===== src/rtl/dds_frame_loader.sv =====
`default_nettype none
// ============================================================================
//  Module      : dds_frame_loader
//  Description : Upstream stage of the DDS SPI serializer. Collects bytes
//                from the Rabbit's 8-bit strobe bus and assembles them into
//                DDS register frames: instruction byte in [71:64], payload
//                left-justified below it, zero-filled. Finished frames are
//                offered to the serializer through a one-deep hold register
//                with a valid/ready handshake.
//  Ports       : tenMHz_ext  - 10 MHz system clock
//                reset_n     - asynchronous reset, active low
//                rab_data    - Rabbit byte (stable while rab_strobe high)
//                rab_strobe  - asynchronous byte strobe, active high
//                rab_busy    - loader cannot accept a byte (frame waiting)
//                frame_data  - assembled frame, 72 bits
//                frame_bits  - frame length in bits (40 or 72)
//                frame_valid - frame_data/frame_bits valid
//                frame_ready - serializer accepts on valid && ready
//                hdr_err     - sticky: illegal instruction byte seen
//                ovr_err     - sticky: byte arrived while busy
//                tmo_err     - sticky: frame aborted by inter-byte timeout
//                err_clr     - synchronous clear of the sticky errors
//  Revision    : 1.0 - initial release
// ============================================================================
module dds_frame_loader #(
    parameter int TIMEOUT  = 20000,
    parameter int SYNC_STG = 2
) (
    input  logic        tenMHz_ext,
    input  logic        reset_n,
    input  logic [7:0]  rab_data,
    input  logic        rab_strobe,
    output logic        rab_busy,
    output logic [71:0] frame_data,
    output logic [6:0]  frame_bits,
    output logic        frame_valid,
    input  logic        frame_ready,
    output logic        hdr_err,
    output logic        ovr_err,
    output logic        tmo_err,
    input  logic        err_clr
);

    localparam int c_TMR_W = $clog2(TIMEOUT + 1);

    localparam logic [1:0] c_ST_IDLE    = 2'd0;
    localparam logic [1:0] c_ST_PAYLOAD = 2'd1;
    localparam logic [1:0] c_ST_COMMIT  = 2'd2;

    // ------------------------------------------------------------------
    // State and datapath registers
    // ------------------------------------------------------------------
    logic [1:0]          state_q,     state_d;
    logic [SYNC_STG-1:0] sync_q,      sync_d;
    logic                sprev_q,     sprev_d;
    logic [71:0]         asm_q,       asm_d;
    logic [3:0]          cnt_q,       cnt_d;
    logic                long_q,      long_d;
    logic [c_TMR_W-1:0]  timer_q,     timer_d;
    logic [71:0]         hold_q,      hold_d;
    logic [6:0]          hold_bits_q, hold_bits_d;
    logic                valid_q,     valid_d;
    logic                busy_q,      busy_d;
    logic                hdr_err_q,   hdr_err_d;
    logic                ovr_err_q,   ovr_err_d;
    logic                tmo_err_q,   tmo_err_d;

    // ------------------------------------------------------------------
    // Decoded events
    // ------------------------------------------------------------------
    logic       w_byte_evt;   // rising edge of the synchronized strobe
    logic       w_byte_acc;   // byte edge that the loader takes
    logic       w_tmo;        // inter-byte timer expired this cycle
    logic       w_hdr_ctx;    // an accepted byte this cycle is a header
    logic       w_hdr_ok;
    logic       w_hdr_long;
    logic       w_hold_free;
    logic       w_commit;
    logic [3:0] w_k;          // 0-based payload byte index

    assign w_byte_evt  = sync_q[SYNC_STG-1] & ~sprev_q;
    assign w_byte_acc  = w_byte_evt & ~busy_q;
    assign w_tmo       = (state_q == c_ST_PAYLOAD) && (timer_q == c_TMR_W'(TIMEOUT));
    // A byte landing on the timeout cycle starts a new frame.
    assign w_hdr_ctx   = (state_q == c_ST_IDLE) || w_tmo;
    // The hold register is free if empty or being drained this very cycle,
    // which lets a commit refill it with no bubble.
    assign w_hold_free = ~valid_q | frame_ready;
    assign w_commit    = (state_q == c_ST_COMMIT) && w_hold_free;
    assign w_k         = (long_q ? 4'd8 : 4'd4) - cnt_q;

    always_comb begin
        w_hdr_ok   = 1'b0;
        w_hdr_long = 1'b0;
        case (rab_data)
            8'h00, 8'h01, 8'h02, 8'h03, 8'h0D: w_hdr_ok = 1'b1;
            8'h0B, 8'h0C: begin
                w_hdr_ok   = 1'b1;
                w_hdr_long = 1'b1;
            end
            default: ;
        endcase
    end

    // ------------------------------------------------------------------
    // FSM: state register
    // ------------------------------------------------------------------
    always_ff @(posedge tenMHz_ext or negedge reset_n) begin
        if (!reset_n) begin
            state_q <= c_ST_IDLE;
        end else begin
            state_q <= state_d;
        end
    end

    // ------------------------------------------------------------------
    // FSM: next-state logic
    // ------------------------------------------------------------------
    always_comb begin
        state_d = state_q;
        case (state_q)
            c_ST_IDLE: begin
                if (w_byte_acc && w_hdr_ok) begin
                    state_d = c_ST_PAYLOAD;
                end
            end
            c_ST_PAYLOAD: begin
                if (w_tmo) begin
                    state_d = (w_byte_acc && w_hdr_ok) ? c_ST_PAYLOAD : c_ST_IDLE;
                end else if (w_byte_acc && (cnt_q == 4'd1)) begin
                    state_d = c_ST_COMMIT;
                end
            end
            c_ST_COMMIT: begin
                if (w_hold_free) begin
                    state_d = c_ST_IDLE;
                end
            end
            default: state_d = c_ST_IDLE;
        endcase
    end

    // ------------------------------------------------------------------
    // FSM: output and datapath logic
    // ------------------------------------------------------------------
    always_comb begin
        sync_d      = {sync_q[SYNC_STG-2:0], rab_strobe};
        sprev_d     = sync_q[SYNC_STG-1];
        asm_d       = asm_q;
        cnt_d       = cnt_q;
        long_d      = long_q;
        timer_d     = '0;
        hold_d      = hold_q;
        hold_bits_d = hold_bits_q;
        valid_d     = valid_q;
        busy_d      = (state_d == c_ST_COMMIT);
        hdr_err_d   = hdr_err_q & ~err_clr;
        ovr_err_d   = ovr_err_q & ~err_clr;
        tmo_err_d   = tmo_err_q & ~err_clr;

        // Timer runs only while waiting for a payload byte.
        if ((state_q == c_ST_PAYLOAD) && !w_tmo && !w_byte_acc) begin
            timer_d = timer_q + c_TMR_W'(1);
        end

        if (w_tmo) begin
            asm_d     = '0;
            tmo_err_d = 1'b1;
        end

        if (w_byte_acc && w_hdr_ctx) begin
            if (w_hdr_ok) begin
                asm_d  = {rab_data, 64'd0};
                cnt_d  = w_hdr_long ? 4'd8 : 4'd4;
                long_d = w_hdr_long;
            end else begin
                hdr_err_d = 1'b1;
            end
        end else if (w_byte_acc && (state_q == c_ST_PAYLOAD)) begin
            for (int i = 0; i < 8; i++) begin
                if (w_k == 4'(i)) begin
                    asm_d[63-8*i -: 8] = rab_data;
                end
            end
            cnt_d = cnt_q - 4'd1;
        end

        if (w_byte_evt && busy_q) begin
            ovr_err_d = 1'b1;
        end

        if (valid_q && frame_ready) begin
            valid_d = 1'b0;
        end
        if (w_commit) begin
            hold_d      = asm_q;
            hold_bits_d = long_q ? 7'd72 : 7'd40;
            valid_d     = 1'b1;
        end
    end

    always_ff @(posedge tenMHz_ext or negedge reset_n) begin
        if (!reset_n) begin
            sync_q      <= '0;
            sprev_q     <= 1'b0;
            asm_q       <= '0;
            cnt_q       <= '0;
            long_q      <= 1'b0;
            timer_q     <= '0;
            hold_q      <= '0;
            hold_bits_q <= '0;
            valid_q     <= 1'b0;
            busy_q      <= 1'b0;
            hdr_err_q   <= 1'b0;
            ovr_err_q   <= 1'b0;
            tmo_err_q   <= 1'b0;
        end else begin
            sync_q      <= sync_d;
            sprev_q     <= sprev_d;
            asm_q       <= asm_d;
            cnt_q       <= cnt_d;
            long_q      <= long_d;
            timer_q     <= timer_d;
            hold_q      <= hold_d;
            hold_bits_q <= hold_bits_d;
            valid_q     <= valid_d;
            busy_q      <= busy_d;
            hdr_err_q   <= hdr_err_d;
            ovr_err_q   <= ovr_err_d;
            tmo_err_q   <= tmo_err_d;
        end
    end

    assign rab_busy    = busy_q;
    assign frame_data  = hold_q;
    assign frame_bits  = hold_bits_q;
    assign frame_valid = valid_q;
    assign hdr_err     = hdr_err_q;
    assign ovr_err     = ovr_err_q;
    assign tmo_err     = tmo_err_q;

endmodule
`default_nettype wire

===== config.mk =====
export PLATFORM = sky130hd
export DESIGN_NAME = dds_frame_loader
export DESIGN_NICKNAME = d
export VERILOG_FILES = /design/src/rtl/dds_frame_loader.sv
export SDC_FILE = /design/constraint.sdc
export NUM_CORES = 1
export LEC_CHECK = 0
export BUFFER_PORTS_ARGS = -buffer_cell sky130_fd_sc_hd__buf_2
export CAP_MARGIN = 10
export CORE_AREA = 2 2 179 181
export DETAILED_ROUTE_END_ITERATION = 7
export DIE_AREA = 0 0 181 183
export SLEW_MARGIN = 20
export SYNTH_ARGS = -nofsm -noshare
export SYNTH_HDL_FRONTEND = slang
export SYNTH_SLANG_ARGS = --single-unit

===== constraint.sdc =====
create_clock -name tenMHz_ext -period 3.9 [get_ports tenMHz_ext]
set_input_delay 0.78 -clock tenMHz_ext [delete_from_list [all_inputs] [get_ports tenMHz_ext]]
set_output_delay 0.78 -clock tenMHz_ext [all_outputs]
set_load 0.02 [all_outputs]

==> metrics <==
1st-pass router iterations=5; CP cell instances=inv_1, ha_1, nor4bb_1, a41oi_1, and2_1, nand3_1, a31o_1; Synth cell types=57; Critical Path Fanout Max=30; largest net degree at the start of global routing=75; LEAKAGE=4.541 nW; CP peak stage delay=870 ps; RePlAce Congestion=0.8452; skew final=16.55 ps; RSZ-0062 raised after global routing=false; total track usage=12.23%; worst hold path type=in -> async; ranking of synthesized cells by area=dfrtp_1, mux2_2, a22o_1; vias in the first global route=5343; CTS HTree Levels=4; Worst setup SP type=flop; wire per inst=17.35 um; worst ir drop on vdd=0.3796 mV; number of gates resized after CTS=0; first-pass GRT wire length=31740 um; fin nets=731; fillers=3222; WP data arrival=3310 ps; diode count=0; final WL=19520 um; Sink Count=177; Final Hold Viols=0; top_reg_cell synth=dfrtp_1; Req. time, crit path=4230 ps; post-synthesis instance area=7682 um2; Remaining Overflow, GRT=0; maxcap violations=0; Post-synth EDFFs=0; Vias=5345; Worst-Skew Late Latency=440 ps; commonest cells after routing, fill and taps aside=dfrtp_1, buf_2, mux2_2, a22o_1, nand3_1; total die area=33120 um2; Avg Cell Area, Syn=12.16 um2; chip width=181 um; status=completed; sequential cell area=4429 um2; Finished Layout Cells=1125; Initial Utilization=24.60%; clk buf depth=2; synthesis-to-layout area growth=19.30%; Site Rows=65; FFs w/ async S/R, synth=100.0%; post-synthesis sequential area ratio=57.65%; layout cells sized above 1=29.88%; Clk pin slew, worst setup/hold paths=80 ps; post-synthesis register bit count=177; min cycle time layout=2980 ps; # IOs=97; dpl cells=1093; FMAX=0.3356 GHz; Vias per Instance=4.751; Power, Total=5.042 mW; multi-input logic area=3017 um2; Worst slew margin=32.14%; commonest non-fill, non-tap cell in the layout=dfrtp_1; DRT antenna net count=0; PwrDens=550.1 nW/um2; CTS Buf Count=17; drt drc=0; post-synth top area share=57.65%; Post-CTS Hold Fix Bufs=0; Critical Path End Type=flop; final number of setup-violating endpoints=0; postcts setup bufs=0; synthesized instance count=632; area leader, netlist=dfrtp_1; Ys Warns=0; post-DP HPWL=13430 um; Critical-path top delay cell=and2_1; IO buf count=92; Final Max Tran Viols=0; height of the die=183 um; antenna violations before repair=0; Tcrit/Tclk final=76.40%; R2R Setup Slk=920 ps; WS Path Type=reg -> reg; root buf cell=clkbuf_16; Core Region=31230 um2; TritonCTS clock tree=yes; Worst-Margin Slew=1018 ps; Setup TNS=0 ps; initial DRC count=400
path summary, 6_finish.rpt:
| check | end | from | depth (start not counted) |
|---|---|---|---|
| max | asm_q[63] | timer_q[0] | 7 |
| min | frame_data[70] | reset_n | 1 |
| max in group asynchronous | asm_q[6] | reset_n | 2 |
| max reg2reg | asm_q[63] | timer_q[0] | 7 |
| min reg2reg | sync_q[1] | sync_q[0] | 0 |
| min in group tenMHz_ext | sync_q[1] | sync_q[0] | 0 |
per-layer routing:
layer	vias up	track usage, %	share of wire [%]
met3	22	3.475	5.7
met5	-	0	0
li1	2486	-	-
met4	0	3.740	1.7
met2	141	18.71	45
met1	2696	16.82	47
layout make-up:
type | count | area share [%]
Sequential cell | 177 | 48.33
Multi-Input combinational cell | 396 | 32.91
Timing Repair Buffer | 102 | 6.048
Tap cell | 402 | 5.488
Clock buffer | 17 | 4.642
Clock inverter | 15 | 1.925
Inverter | 16 | 0.6553
cell usage after synthesis (all sizes together), types with 8 or more instances:
| cell | instances |
|---|---|
| o21ai | 31 |
| nand4 | 28 |
| buf | 13 |
| nand3 | 33 |
| and3 | 12 |
| ha | 8 |
| nor2 | 23 |
| xnor2 | 9 |
| o211ai | 27 |
| inv | 14 |
| dfrtp | 177 |
| mux2 | 72 |
| nand2 | 27 |
| a22o | 36 |
| clkbuf | 33 |
| xor2 | 8 |
stage by stage:
stage	hold WS (ps)	setup slack [ps]	utilization (%)	instance area, um2
6_report	351.9	920.3	29.35	9165
5_1_grt	355.4	654.0	29.35	9165
4_1_cts	352.7	955.8	29.35	9165
3_5_place_dp	335.5	1005	27.42	8563
3_3_place_gp	335.7	1075	27.42	8563
2_1_floorplan	331.2	1532	-	7694
power by group:
part           switching, mW  internal, mW
clock network          0.864         0.874
registers              0.209          2.07
logic                  0.694         0.331
total                   1.77          3.27
registers in the layout, indices dropped and copies added (netlist names):
register	flops
timer_q	15
ovr_err	1
state_q	2
rab_busy	1
sync_q	2
cnt_q	4
sprev_q	1
frame_data	72
tmo_err	1
hdr_err	1
long_q	1
frame_valid	1
frame_bits	3
asm_q	72
worst max-delay path: cells and delay by family (launching register included):
kind / cells / cell delay (ps)
compound gates: 2 / 670
fa+ha+maj: 1 / 210
buf+inv: 1 / 60
flops: 1 / 410
simple gates: 3 / 1510
logic make-up after synthesis:
group,share of synthesized area (%)
AO/OA/AOI/OAI,12.79
XOR/XNOR,1.938
adder cells (fa/ha/maj),1.303
buffers and inverters,3.323
flip-flops,57.65
multiplexers,10.94
other,0.04881
AND/OR/NAND/NOR,12.00
(Power assumes the default switching activity.)
